**config.mk**
```make
export PLATFORM = sky130hd
export DESIGN_NAME = weight_update
export DESIGN_NICKNAME = d
export VERILOG_FILES = /design/src/rtl/weight_update.sv
export SDC_FILE = /design/constraint.sdc
export NUM_CORES = 2
export LEC_CHECK = 0
export CAP_MARGIN = 20
export CORE_UTILIZATION = 61
export CTS_CLUSTER_SIZE = 30
export DETAILED_ROUTE_END_ITERATION = 6
export PLACE_DENSITY = 0.82
export SYNTH_ARGS = -nofsm -noshare
export SYNTH_HDL_FRONTEND = slang
export SYNTH_HIERARCHICAL = 1
export SYNTH_SLANG_ARGS = --single-unit
```
**constraint.sdc**
```tcl
create_clock -name iCLK -period 18.9 [get_ports iCLK]
set_clock_uncertainty 0.2 [all_clocks]
set_input_delay 3.78 -clock iCLK [delete_from_list [all_inputs] [get_ports iCLK]]
set_output_delay 3.78 -clock iCLK [all_outputs]
set_load 0.005 [all_outputs]
```
**src/rtl/weight_update.sv**
```systemverilog
// Weight-update stage for the XOR perceptron: w[i] <= w[i] + eta*delta*x[i],
// computed with one shared fp32 multiplier and one shared fp32 adder.
// The two cores are simple pipelined fp32 units: normal numbers only,
// truncating rounding, and zero inputs are passed through.

module fp_multiplier #(
  parameter int LAT = 5
) (
  input  logic        clk,
  input  logic        rst,
  input  logic [31:0] a,
  input  logic [31:0] b,
  output logic [31:0] result
);
  logic [47:0] prod_s;
  logic [9:0]  exp_s;
  logic [22:0] frac_s;
  logic        sign_s;
  logic [31:0] res_s;
  logic [31:0] pipe_r [LAT];

  // Combinational fp32 product; the exponent is kept 10 bits wide so a negative value shows up in bit 9.
  always_comb begin
    sign_s = a[31] ^ b[31];
    prod_s = {1'b1, a[22:0]} * {1'b1, b[22:0]};
    if (prod_s[47]) begin
      frac_s = prod_s[46:24];
      exp_s  = {2'b00, a[30:23]} + {2'b00, b[30:23]} - 10'd126;
    end else begin
      frac_s = prod_s[45:23];
      exp_s  = {2'b00, a[30:23]} + {2'b00, b[30:23]} - 10'd127;
    end
    if (a[30:23] == 8'd0 || b[30:23] == 8'd0) begin
      res_s = {sign_s, 31'd0};
    end else if (exp_s[9] || exp_s == 10'd0) begin
      res_s = {sign_s, 31'd0};
    end else if (exp_s >= 10'd255) begin
      res_s = {sign_s, 8'hFF, 23'd0};
    end else begin
      res_s = {sign_s, exp_s[7:0], frac_s};
    end
  end

  // Delay line giving the product a fixed latency of LAT cycles.
  always_ff @(posedge clk or posedge rst) begin
    if (rst) begin
      for (int k = 0; k < LAT; k++) pipe_r[k] <= 32'd0;
    end else begin
      pipe_r[0] <= res_s;
      for (int k = 1; k < LAT; k++) pipe_r[k] <= pipe_r[k-1];
    end
  end

  assign result = pipe_r[LAT-1];
endmodule

module fp_add_sub #(
  parameter int LAT = 7
) (
  input  logic        clk,
  input  logic        rst,
  input  logic [31:0] a,
  input  logic [31:0] b,
  input  logic        add_sub,
  output logic [31:0] result
);
  logic        sb_s, sl_s, a_big_s;
  logic [7:0]  el_s, es_s, diff_s;
  logic [26:0] ml_s, ms_s, ms_sh_s, norm_s;
  logic [27:0] sum_s;
  logic [4:0]  lz_s;
  logic [31:0] res_s;
  logic [31:0] pipe_r [LAT];

  // Align the smaller operand, add or subtract magnitudes, then renormalise.
  always_comb begin
    sb_s    = b[31] ^ ~add_sub;
    a_big_s = (a[30:0] >= b[30:0]);
    if (a_big_s) begin
      sl_s = a[31];
      el_s = a[30:23];
      es_s = b[30:23];
      ml_s = {1'b1, a[22:0], 3'b000};
      ms_s = {1'b1, b[22:0], 3'b000};
    end else begin
      sl_s = sb_s;
      el_s = b[30:23];
      es_s = a[30:23];
      ml_s = {1'b1, b[22:0], 3'b000};
      ms_s = {1'b1, a[22:0], 3'b000};
    end
    diff_s = el_s - es_s;
    if (diff_s > 8'd26) ms_sh_s = 27'd0;
    else                ms_sh_s = ms_s >> diff_s;
    if (a[31] ^ sb_s) sum_s = {1'b0, ml_s} - {1'b0, ms_sh_s};
    else              sum_s = {1'b0, ml_s} + {1'b0, ms_sh_s};
    // Highest set bit wins, giving the leading-zero count below bit 26.
    lz_s = 5'd0;
    for (int k = 0; k < 27; k++) begin
      if (sum_s[k]) lz_s = 5'(26 - k);
      else          lz_s = lz_s;
    end
    norm_s = sum_s[26:0] << lz_s;
    if (a[30:23] == 8'd0) begin
      res_s = {sb_s, b[30:0]};
    end else if (b[30:23] == 8'd0) begin
      res_s = a;
    end else if (sum_s == 28'd0) begin
      res_s = 32'd0;
    end else if (sum_s[27]) begin
      if (el_s == 8'd254) res_s = {sl_s, 8'hFF, 23'd0};
      else                res_s = {sl_s, el_s + 8'd1, sum_s[26:4]};
    end else if ({3'b000, lz_s} >= el_s) begin
      res_s = {sl_s, 31'd0};
    end else begin
      res_s = {sl_s, el_s - {3'b000, lz_s}, norm_s[25:3]};
    end
  end

  // Delay line giving the sum a fixed latency of LAT cycles.
  always_ff @(posedge clk or posedge rst) begin
    if (rst) begin
      for (int k = 0; k < LAT; k++) pipe_r[k] <= 32'd0;
    end else begin
      pipe_r[0] <= res_s;
      for (int k = 1; k < LAT; k++) pipe_r[k] <= pipe_r[k-1];
    end
  end

  assign result = pipe_r[LAT-1];
endmodule

module weight_update #(
  parameter int N_IN     = 3,
  parameter int MULT_LAT = 5,
  parameter int ADD_LAT  = 7
) (
  input  logic              iCLK,
  input  logic              iRST,
  input  logic              iSTART,
  input  logic [31:0]       iERROR,
  input  logic [31:0]       iETA,
  input  logic [32*N_IN-1:0] iX,
  input  logic              iLOAD,
  input  logic [32*N_IN-1:0] iW_INIT,
  output logic [32*N_IN-1:0] oW,
  output logic              oBUSY,
  output logic              oDONE
);
  localparam int IDX_W = (N_IN > 1) ? $clog2(N_IN) : 1;
  localparam logic [IDX_W-1:0] IDX_LAST = IDX_W'(N_IN - 1);

  typedef enum logic [2:0] {S_IDLE, S_ED, S_MUL, S_ADD, S_WR, S_DONE} state_t;

  state_t             state_r, state_s;
  logic [7:0]         cnt_r;
  logic [IDX_W-1:0]   idx_r;
  logic [31:0]        eta_r, err_r, ed_r, p_r, s_r;
  logic [31:0]        x_r [N_IN];
  logic [31:0]        w_r [N_IN];
  logic [31:0]        mul_a_s, mul_b_s, mul_res_s, add_a_s, add_b_s, add_res_s;
  logic               last_s;

  // Wait-counter reload: hold cycles minus one, so the last cycle sees zero.
  function automatic logic [7:0] hold_len(input state_t st);
    case (st)
      S_ED, S_MUL: hold_len = 8'(MULT_LAT);
      S_ADD:       hold_len = 8'(ADD_LAT);
      default:     hold_len = 8'd0;
    endcase
  endfunction

  assign last_s = (cnt_r == 8'd0);

  fp_multiplier #(.LAT(MULT_LAT)) u_mul (
    .clk(iCLK), .rst(iRST), .a(mul_a_s), .b(mul_b_s), .result(mul_res_s)
  );

  fp_add_sub #(.LAT(ADD_LAT)) u_add (
    .clk(iCLK), .rst(iRST), .a(add_a_s), .b(add_b_s), .add_sub(1'b1), .result(add_res_s)
  );

  // State register.
  always_ff @(posedge iCLK or posedge iRST) begin
    if (iRST) state_r <= S_IDLE;
    else      state_r <= state_s;
  end

  // Next-state logic; arithmetic states leave only on their last wait cycle.
  always_comb begin
    state_s = state_r;
    case (state_r)
      S_IDLE: if (!iLOAD && iSTART) state_s = S_ED;   else state_s = S_IDLE;
      S_ED:   if (last_s)           state_s = S_MUL;  else state_s = S_ED;
      S_MUL:  if (last_s)           state_s = S_ADD;  else state_s = S_MUL;
      S_ADD:  if (last_s)           state_s = S_WR;   else state_s = S_ADD;
      S_WR:   if (idx_r == IDX_LAST) state_s = S_DONE; else state_s = S_MUL;
      S_DONE: state_s = S_IDLE;
      default: state_s = S_IDLE;
    endcase
  end

  // Core operand steering; operands depend only on registers so they stay stable per state.
  always_comb begin
    add_a_s = w_r[idx_r];
    add_b_s = p_r;
    if (state_r == S_ED) begin
      mul_a_s = eta_r;
      mul_b_s = err_r;
    end else begin
      mul_a_s = ed_r;
      mul_b_s = x_r[idx_r];
    end
  end

  // Datapath: wait counter, input latches, intermediate captures and weight file.
  always_ff @(posedge iCLK or posedge iRST) begin
    if (iRST) begin
      cnt_r <= 8'd0;
      idx_r <= {IDX_W{1'b0}};
      eta_r <= 32'd0;
      err_r <= 32'd0;
      ed_r  <= 32'd0;
      p_r   <= 32'd0;
      s_r   <= 32'd0;
      for (int k = 0; k < N_IN; k++) begin
        x_r[k] <= 32'd0;
        w_r[k] <= 32'd0;
      end
    end else begin
      if (state_s != state_r)  cnt_r <= hold_len(state_s);
      else if (cnt_r != 8'd0)  cnt_r <= cnt_r - 8'd1;
      else                     cnt_r <= cnt_r;
      case (state_r)
        S_IDLE: begin
          if (iLOAD) begin
            for (int k = 0; k < N_IN; k++) w_r[k] <= iW_INIT[32*k +: 32];
          end else if (iSTART) begin
            eta_r <= iETA;
            err_r <= iERROR;
            idx_r <= {IDX_W{1'b0}};
            for (int k = 0; k < N_IN; k++) x_r[k] <= iX[32*k +: 32];
          end
        end
        S_ED:  if (last_s) ed_r <= mul_res_s;
        S_MUL: if (last_s) p_r  <= mul_res_s;
        S_ADD: if (last_s) s_r  <= add_res_s;
        S_WR: begin
          w_r[idx_r] <= s_r;
          if (idx_r != IDX_LAST) idx_r <= idx_r + {{(IDX_W-1){1'b0}}, 1'b1};
        end
        default: ;
      endcase
    end
  end

  for (genvar g = 0; g < N_IN; g++) begin : g_ow
    assign oW[32*g +: 32] = w_r[g];
  end

  assign oBUSY = (state_r != S_IDLE);
  assign oDONE = (state_r == S_DONE);
endmodule

```
; Word-level counts from Yosys, hierarchy flattened
; Cells that the tools add are included.
[word_totals]
regBits = 749
out_inout_bits = 98
latch_bits = 0
mem_bits_ro = 0
input_bits = 260
mem_bits_rw = 0
mem_count = 0
word_cells = 160
[op_classes]
shift = 2
order_cmp = 6
n_bitwise = 4
mul = 1
add_sub_neg = 10
n_mux = 71
eq_ne = 16
n_div = 0
reduce_logical = 24
[ops]
columns = cell, n
row1 = 32-bit 2-to-1 mux, 10
row2 = 96-bit case mux with 2 select lines, 1
row3 = 31-bit 2-to-1 mux, 6
row4 = 5-bit 2-to-1 mux, 27
row5 = 32-bit binary-select mux with 2-bit select, 2
row6 = 96-bit bitwise mux, 1
row7 = 96-bit 2-to-1 mux, 1
row8 = 32-bit demux with 2-bit select, 1
row9 = 26-bit 2-to-1 mux, 2
row10 = 24-bit by 24-bit multiplier with 48-bit output, 1
row11 = 8-bit logical NOT, 5
row12 = 8-bit 2-to-1 mux, 4
row13 = 31-bit >= comparator, 1
row14 = 27-bit by 27-bit adder with 28-bit output, 1
row15 = 28-bit logical NOT, 1
row16 = 28-bit 2-to-1 mux, 1
row17 = 27-bit by 27-bit subtractor with 28-bit output, 1
row18 = 27-bit 2-to-1 mux, 1
row19 = 27-bit by 5-bit left shift with 26-bit output, 1
row20 = 27-bit by 8-bit >> shifter with 27-bit output, 1
row21 = 23-bit 2-to-1 mux, 1
row22 = 10-bit by 7-bit subtractor with 10-bit output (second input constant), 2
row23 = 3-bit case mux with 5 select lines, 1
row24 = 3-bit by 2-bit == test with 1-bit output (second input constant), 4
row25 = other kinds (38), 57

; Depth between registers and ports, before layout
[depth]
ltp_word = 44
mapped_depth = 74
mapped_depth_nobuf = 61

; Hierarchy
; The synthesis kept the hierarchy.
[modules_own_cells]
columns = mod, cells_each, area_each_um2, seq_area_each_um2, instances
row1 = fp_multiplier, 2439, 23663.9, 4003.8, 1
row2 = weight_update, 1497, 16926.2, 9133.8, 1
row3 = fp_add_sub, 1829, 16203.0, 5605.4, 1

; Worst setup path after synthesis
; OpenSTA, ideal clock, no wires.
[synth_timing]
kind = reg-to-reg
start = register idx_r[0]
end = register u_add/pipe_r[208] in the netlist's numbering
setup_slack_ns = 4.837
path_stages_with_launch = 61
arrival_time_ns = 13.740
period_less_slack_ns = 14.063
setup_ns = 0.123
path_buffers = 17
t_required_ns = 18.577
path_cell_list = dfrtp_1 clkbuf_1 buf_2 buf_1 mux2i_1 o21ai_0 ha_1 buf_2 nand4_1 nor4_4 nand3_2 and3_1 buf_4 buf_6 nand2_2 buf_2 buf_2 buf_1 [25 not listed] o21ai_1 xnor2_1 nand2_1 o41ai_2 nand2_4 buf_2 fa_1 a21o_1 a21oi_1 inv_1 a21oi_1 a31o_2 nand4_1 clkbuf_1 nand2_1 nor2_1 a221o_1 o221a_1
[synth_between]
elab_chain_len = 44
word_cells_on_any_way = 55
cone_classes = 3 x add/sub / 3 x order compare / 1 x eq/ne / 2 x shift / 42 x mux / 2 x bitwise / 2 x reduce/logical
[synth_rtl]
columns = element, line_no
row1 = "start, declared", 157  ; logic [IDX_W-1:0] idx_r;
row2 = "start signal, assigned", 220  ; idx_r <= {IDX_W{1'b0}};
row3 = "start signal, assigned", 241  ; idx_r <= {IDX_W{1'b0}};
row4 = "start signal, assigned", 250  ; if (idx_r != IDX_LAST) idx_r <= idx_r + {{(IDX_W-1){1'b0}}, 1'b1};
row5 = 2-bit inverter with 3-bit output (not written as such) (*), 205  ; add_a_s = w_r[idx_r];
row6 = 32-bit binary-select mux with 2-bit select (*), 205
row7 = 32-bit 2-to-1 mux (not written as such) (*) (2 in a row), 205
row8 = via add_a_s[23], 161  ; logic [31:0] mul_a_s, mul_b_s, mul_res_s, add_a_s, add_b_s, add_res_s;
row9 = 31-bit >= comparator, 78  ; a_big_s = (a[30:0] >= b[30:0]);
row10 = 8-bit 2-to-1 mux, 79  ; if (a_big_s) begin
row11 = 8-bit subtractor, 92  ; diff_s = el_s - es_s;
row12 = 27-bit by 8-bit >> shifter with 27-bit output or 8-bit by 5-bit greater-than comparator with 1-bit output (tied branches), "94, 93"
row13 = [3 not listed], n/a
row14 = 5-bit 2-to-1 mux (27 in a row), 100  ; if (sum_s[k]) lz_s = 5'(26 - k);
row15 = 5-bit by 8-bit >= comparator with 1-bit output or 27-bit by 5-bit left shift with 26-bit output (tied branches), "113, 103"
row16 = 31-bit 2-to-1 mux, 113  ; end else if ({3'b000, lz_s} >= el_s) begin
row17 = 31-bit 2-to-1 mux, 110  ; end else if (sum_s[27]) begin
row18 = 32-bit 2-to-1 mux, 108  ; end else if (sum_s == 28'd0) begin
row19 = 32-bit 2-to-1 mux, 106  ; end else if (b[30:23] == 8'd0) begin
row20 = 32-bit 2-to-1 mux (*), 104  ; if (a[30:23] == 8'd0) begin
row21 = via u_add.res_s[16], 72  ; logic [31:0] res_s;
row22 = "end, declared", 73  ; logic [31:0] pipe_r [LAT];
; The timed path passes the listed nets; every way through them passes the cells marked *. The select of a mux whose other input is x is not followed.
; A chain may end at the register's enable or synchronous reset.

; Worst setup path in the final report
[layout_timing]
start = register idx_r[0]
end = register u_add/pipe_r[211] in the netlist's numbering
; Same word-level chain as after synthesis.

==> results.rst <==
.. list-table::
   :header-rows: 1

   * - Metric
     - Value
   * - Status
     - finished with violations
   * - Violated checks
     - design-rule violations
   * - Count of cells along the worst hold path
     - 0
   * - Slowest stage cell, crit path
     - nand2_1
   * - Number of enable flip-flop cells after synthesis
     - 0
   * - Maximum achievable frequency
     - 0.0595 GHz
   * - Number of buffers between clock root and the deepest sink
     - 3
   * - Slew of the pin with the lowest slew margin
     - 1.21 ns
   * - Period minus WS final
     - 16.80 ns
   * - Cells after Synth
     - between 5000 and 6000
   * - Cell row count
     - 111
   * - Final Hold Vio Count
     - 0
   * - Post-synthesis area per instance
     - roughly 9.9 µm²
   * - Final setup violation count
     - 0
   * - Quantity of hold-fixing buffers added after cts
     - 0
   * - Detailed Route WL
     - roughly 180000 µm
   * - Count of cells resized by post-cts repair
     - 0
   * - Fin Setup TNS
     - 0 ns
   * - Min-Delay Startpoint
     - u_add/pipe_r[210]
   * - Arrival time worst endpoint
     - 17.14 ns
   * - Post-synth ARST share
     - 100%
   * - Final cycle utilization of the critical path
     - 88.9%
   * - Cell repeated most along the worst path
     - a21oi_1
   * - Number of max-cap violations
     - 0
   * - Number of vias per cell
     - about 6.3
   * - Area overhead of the layout relative to synthesis
     - 12.5%
   * - Remaining antenna violation count
     - 0
   * - Critical Path Start Type
     - flop
   * - Area of all placed cells without fillers
     - 0.0639 mm²
   * - Post-Synthesis Net Count
     - 6757
   * - Buffers inserted by post-CTS timing repair
     - 0
   * - Relative slew margins
     - 19.2%
   * - Share of the yosys chip area belonging to registers
     - 33.0%
   * - Antenna violations before repair
     - 14
   * - Placed instance area
     - 0.0611 mm²
   * - Clock transition at the registers of the reported paths
     - 0.07 ns
   * - Classification of the worst-slack hold path
     - reg2reg
   * - Largest net degree at the start of global routing
     - 133
   * - Required time at the worst-slack endpoint
     - slightly below 20 ns
   * - Critical Path End Type
     - flop
   * - Sequential cell area
     - 0.0187 mm²
   * - CP Launch Point
     - idx_r[0]
   * - Die height
     - 307 µm
   * - Number of port buffers
     - 357
   * - Number of different library cells in the post-synthesis netlist
     - ~120
   * - Hold EP
     - u_add/pipe_r[178]
   * - Cell area after technology mapping
     - 0.0568 mm²
   * - Starting utilization of the core area
     - 61.8%
   * - Unrepaired setup endpoints after global routing
     - no
   * - Total number of clock tree sinks
     - 749
   * - GR Overflow Total
     - 0
   * - Global placement routability congestion
     - 0.985
   * - Wire length per cell
     - 25.3 µm
   * - Worst-case reg-to-reg path depth
     - 54
   * - Placeable Area
     - approximately 0.092 mm²
   * - H-tree levels
     - 3
   * - Total half-perimeter wirelength after legalization and detailed placement
     - around 130000 µm
   * - TritonRoute pass-1 iters
     - 7
   * - First-pass GRT wire length
     - 280000 µm
   * - GRT Overall Usage
     - 39.1%
   * - Number of warnings issued by yosys
     - 6
   * - Initial drt markers
     - 4773
   * - CTS tree
     - built
   * - Worst hold margin
     - about 0.13 ns
   * - Root buffer cell
     - clkbuf_16
   * - Fraction of final layout cells with drive strength greater than 1
     - 9.49%
   * - Slowest cell delay on critical path
     - 0.80 ns
   * - Total number of vias
     - 46000
   * - Launch point of the worst reg-to-reg path
     - idx_r[0]
   * - Die width
     - just over 300 µm
   * - Top fanout value on the critical path
     - 36
   * - Later-pin clock latency in the skew report
     - 0.67 ns
   * - Worst setup path class
     - reg2reg
   * - Layout fillers
     - slightly below 7000
   * - Via count of the first global-routing pass
     - 47600
   * - Most used flip-flop cell after synthesis
     - dfrtp_1
   * - Final count of pins violating max slew
     - 0
   * - Total clock buffers created by CTS
     - 77
   * - Multi-input gate area
     - 0.0338 mm²
   * - Nets
     - 6938
   * - Die Outline Area
     - 0.0943 mm²
   * - Worst reg2reg path endpoint
     - u_add/pipe_r[211]
   * - Number of synthesized register bits
     - about 750
   * - I/O Pins
     - around 360
   * - R2R Setup Slk
     - 2.10 ns
   * - Residual DRC count
     - 3
-- cell families after synthesis --
group                      synth area share (%)
DFF                                        33.0
other                                   0.00660
muxes                                      9.27
AOI/OAI and AO/OA                          11.8
and+or+nand+nor                            14.1
buffers and inverters                      7.74
xor gates and xnor gates                   1.54
adders and majority gates                  22.5
-- through the flow --
stage	utilization, %	setup slack (ns)	std cells
final	69.5	2.10	7260
after global routing	69.5	1.05	7260
after CTS	69.4	2.60	7248
after detailed placement	66.4	2.73	7107
after global placement	66.4	3.13	7105
after floorplan	-	4.79	5765
-- registers in the layout, indices dropped and copies added (netlist names), 8 cells and up --
name          cells
add_b_s          32
cnt_r             8
ed_r             32
err_r            32
eta_r            32
oW               96
s_r              32
u_add/pipe_r    192
u_add/result     32
u_mul/pipe_r    128
u_mul/result     32
x_r              96
-- final cells by class --
class / instances / share of cell area (%)
multi-input cells: 3982 / 52.9
flip-flops and latches: 749 / 29.3
repair buffers: 481 / 7.15
inverters: 655 / 3.88
clock buffers: 106 / 3.39
well taps: 1243 / 2.43
clock inverters: 35 / 0.920
diodes: 9 / 0.0352
-- cells in the final DEF, fill, tap and decap left out, types with 39 or more instances in the layout --
master           count
nand3_1            115
a211oi_1            39
a21oi_1            287
nand2_1            686
fa_1               483
mux2_2             131
nor3_1              76
nor4_1              39
mux2_1              81
o22ai_1             72
and2_1             232
ha_1               249
mux2_4              58
mux2i_1            161
xnor2_1             62
nor2_1             308
clkbuf_16           77
o21ai_0            172
inv_1              643
buf_4              119
a31oi_1             80
dfrtp_1            747
clkdlybuf4s50_1    357
-- per-layer routing --
metal / up-vias / GRT usage (%) / share of wire [%] / wire length [µm]
li1: 19600 / - / - / -
met1: 22900 / 46.8 / 35 / 64400
met2: 2666 / 64.0 / 48 / 87300
met3: 824 / 7.68 / 8.7 / 16000
met4: 6 / 27.0 / 8.5 / 15700
met5: - / 0 / 0.019 / 34
-- synthesized netlist by cell type, types with 12 or more instances --
cell type	instances	area (µm²)
nor2_1	313	1170
buf_2	54	270
buf_1	19	71.3
a211o_1	12	105
nor4_1	39	244
o21bai_1	19	143
a21oi_1	298	1490
nand2_1	687	2580
a31oi_1	80	500
buf_4	83	623
mux2_2	131	1480
and3_1	17	106
and2_1	232	1450
a21o_1	34	255
o22ai_1	72	450
mux4_2	15	338
clkbuf_1	205	769
xnor2_1	62	543
o21ai_1	16	80.1
or3_1	18	113
buf_6	18	203
mux2i_1	161	1610
or4_1	19	143
nor2b_1	29	181
ha_1	249	3120
or2_2	14	87.6
o21a_1	16	120
nor3_1	76	380
a22oi_1	17	128
a211oi_1	39	293
xor2_1	36	315
fa_1	483	9670
nand2b_1	28	175
dfrtp_1	749	18700
nand4_1	30	188
a221oi_1	20	175
nand3_1	115	576
a2bb2oi_1	34	298
o21ai_0	183	916
inv_1	646	2420
o211ai_1	19	143
mux2_1	81	912
mux2_4	58	871
-- worst max path at each step --
stage | to | depth (start not counted)
2_1_floorplan | add_b_s[0] | 1
3_3_place_gp | u_add/pipe_r[211] | 55
3_5_place_dp | u_add/pipe_r[211] | 52
4_1_cts | u_add/pipe_r[211] | 52
5_1_grt | u_add/pipe_r[211] | 51
6_report | u_add/pipe_r[211] | 54
-- critical path, delay by kind of cell, from the launching register on --
kind / cells / cell delay (ns)
buf+inv: 7 / 1.94
flops: 1 / 0.73
mux: 2 / 0.47
compound gates: 22 / 5.31
xor+xnor: 3 / 1.41
fa+ha+maj: 4 / 1.47
simple gates: 16 / 5.05
Power is not shown: default switching activity piles up to over one toggle a cycle in this logic, so the estimate is an artifact.
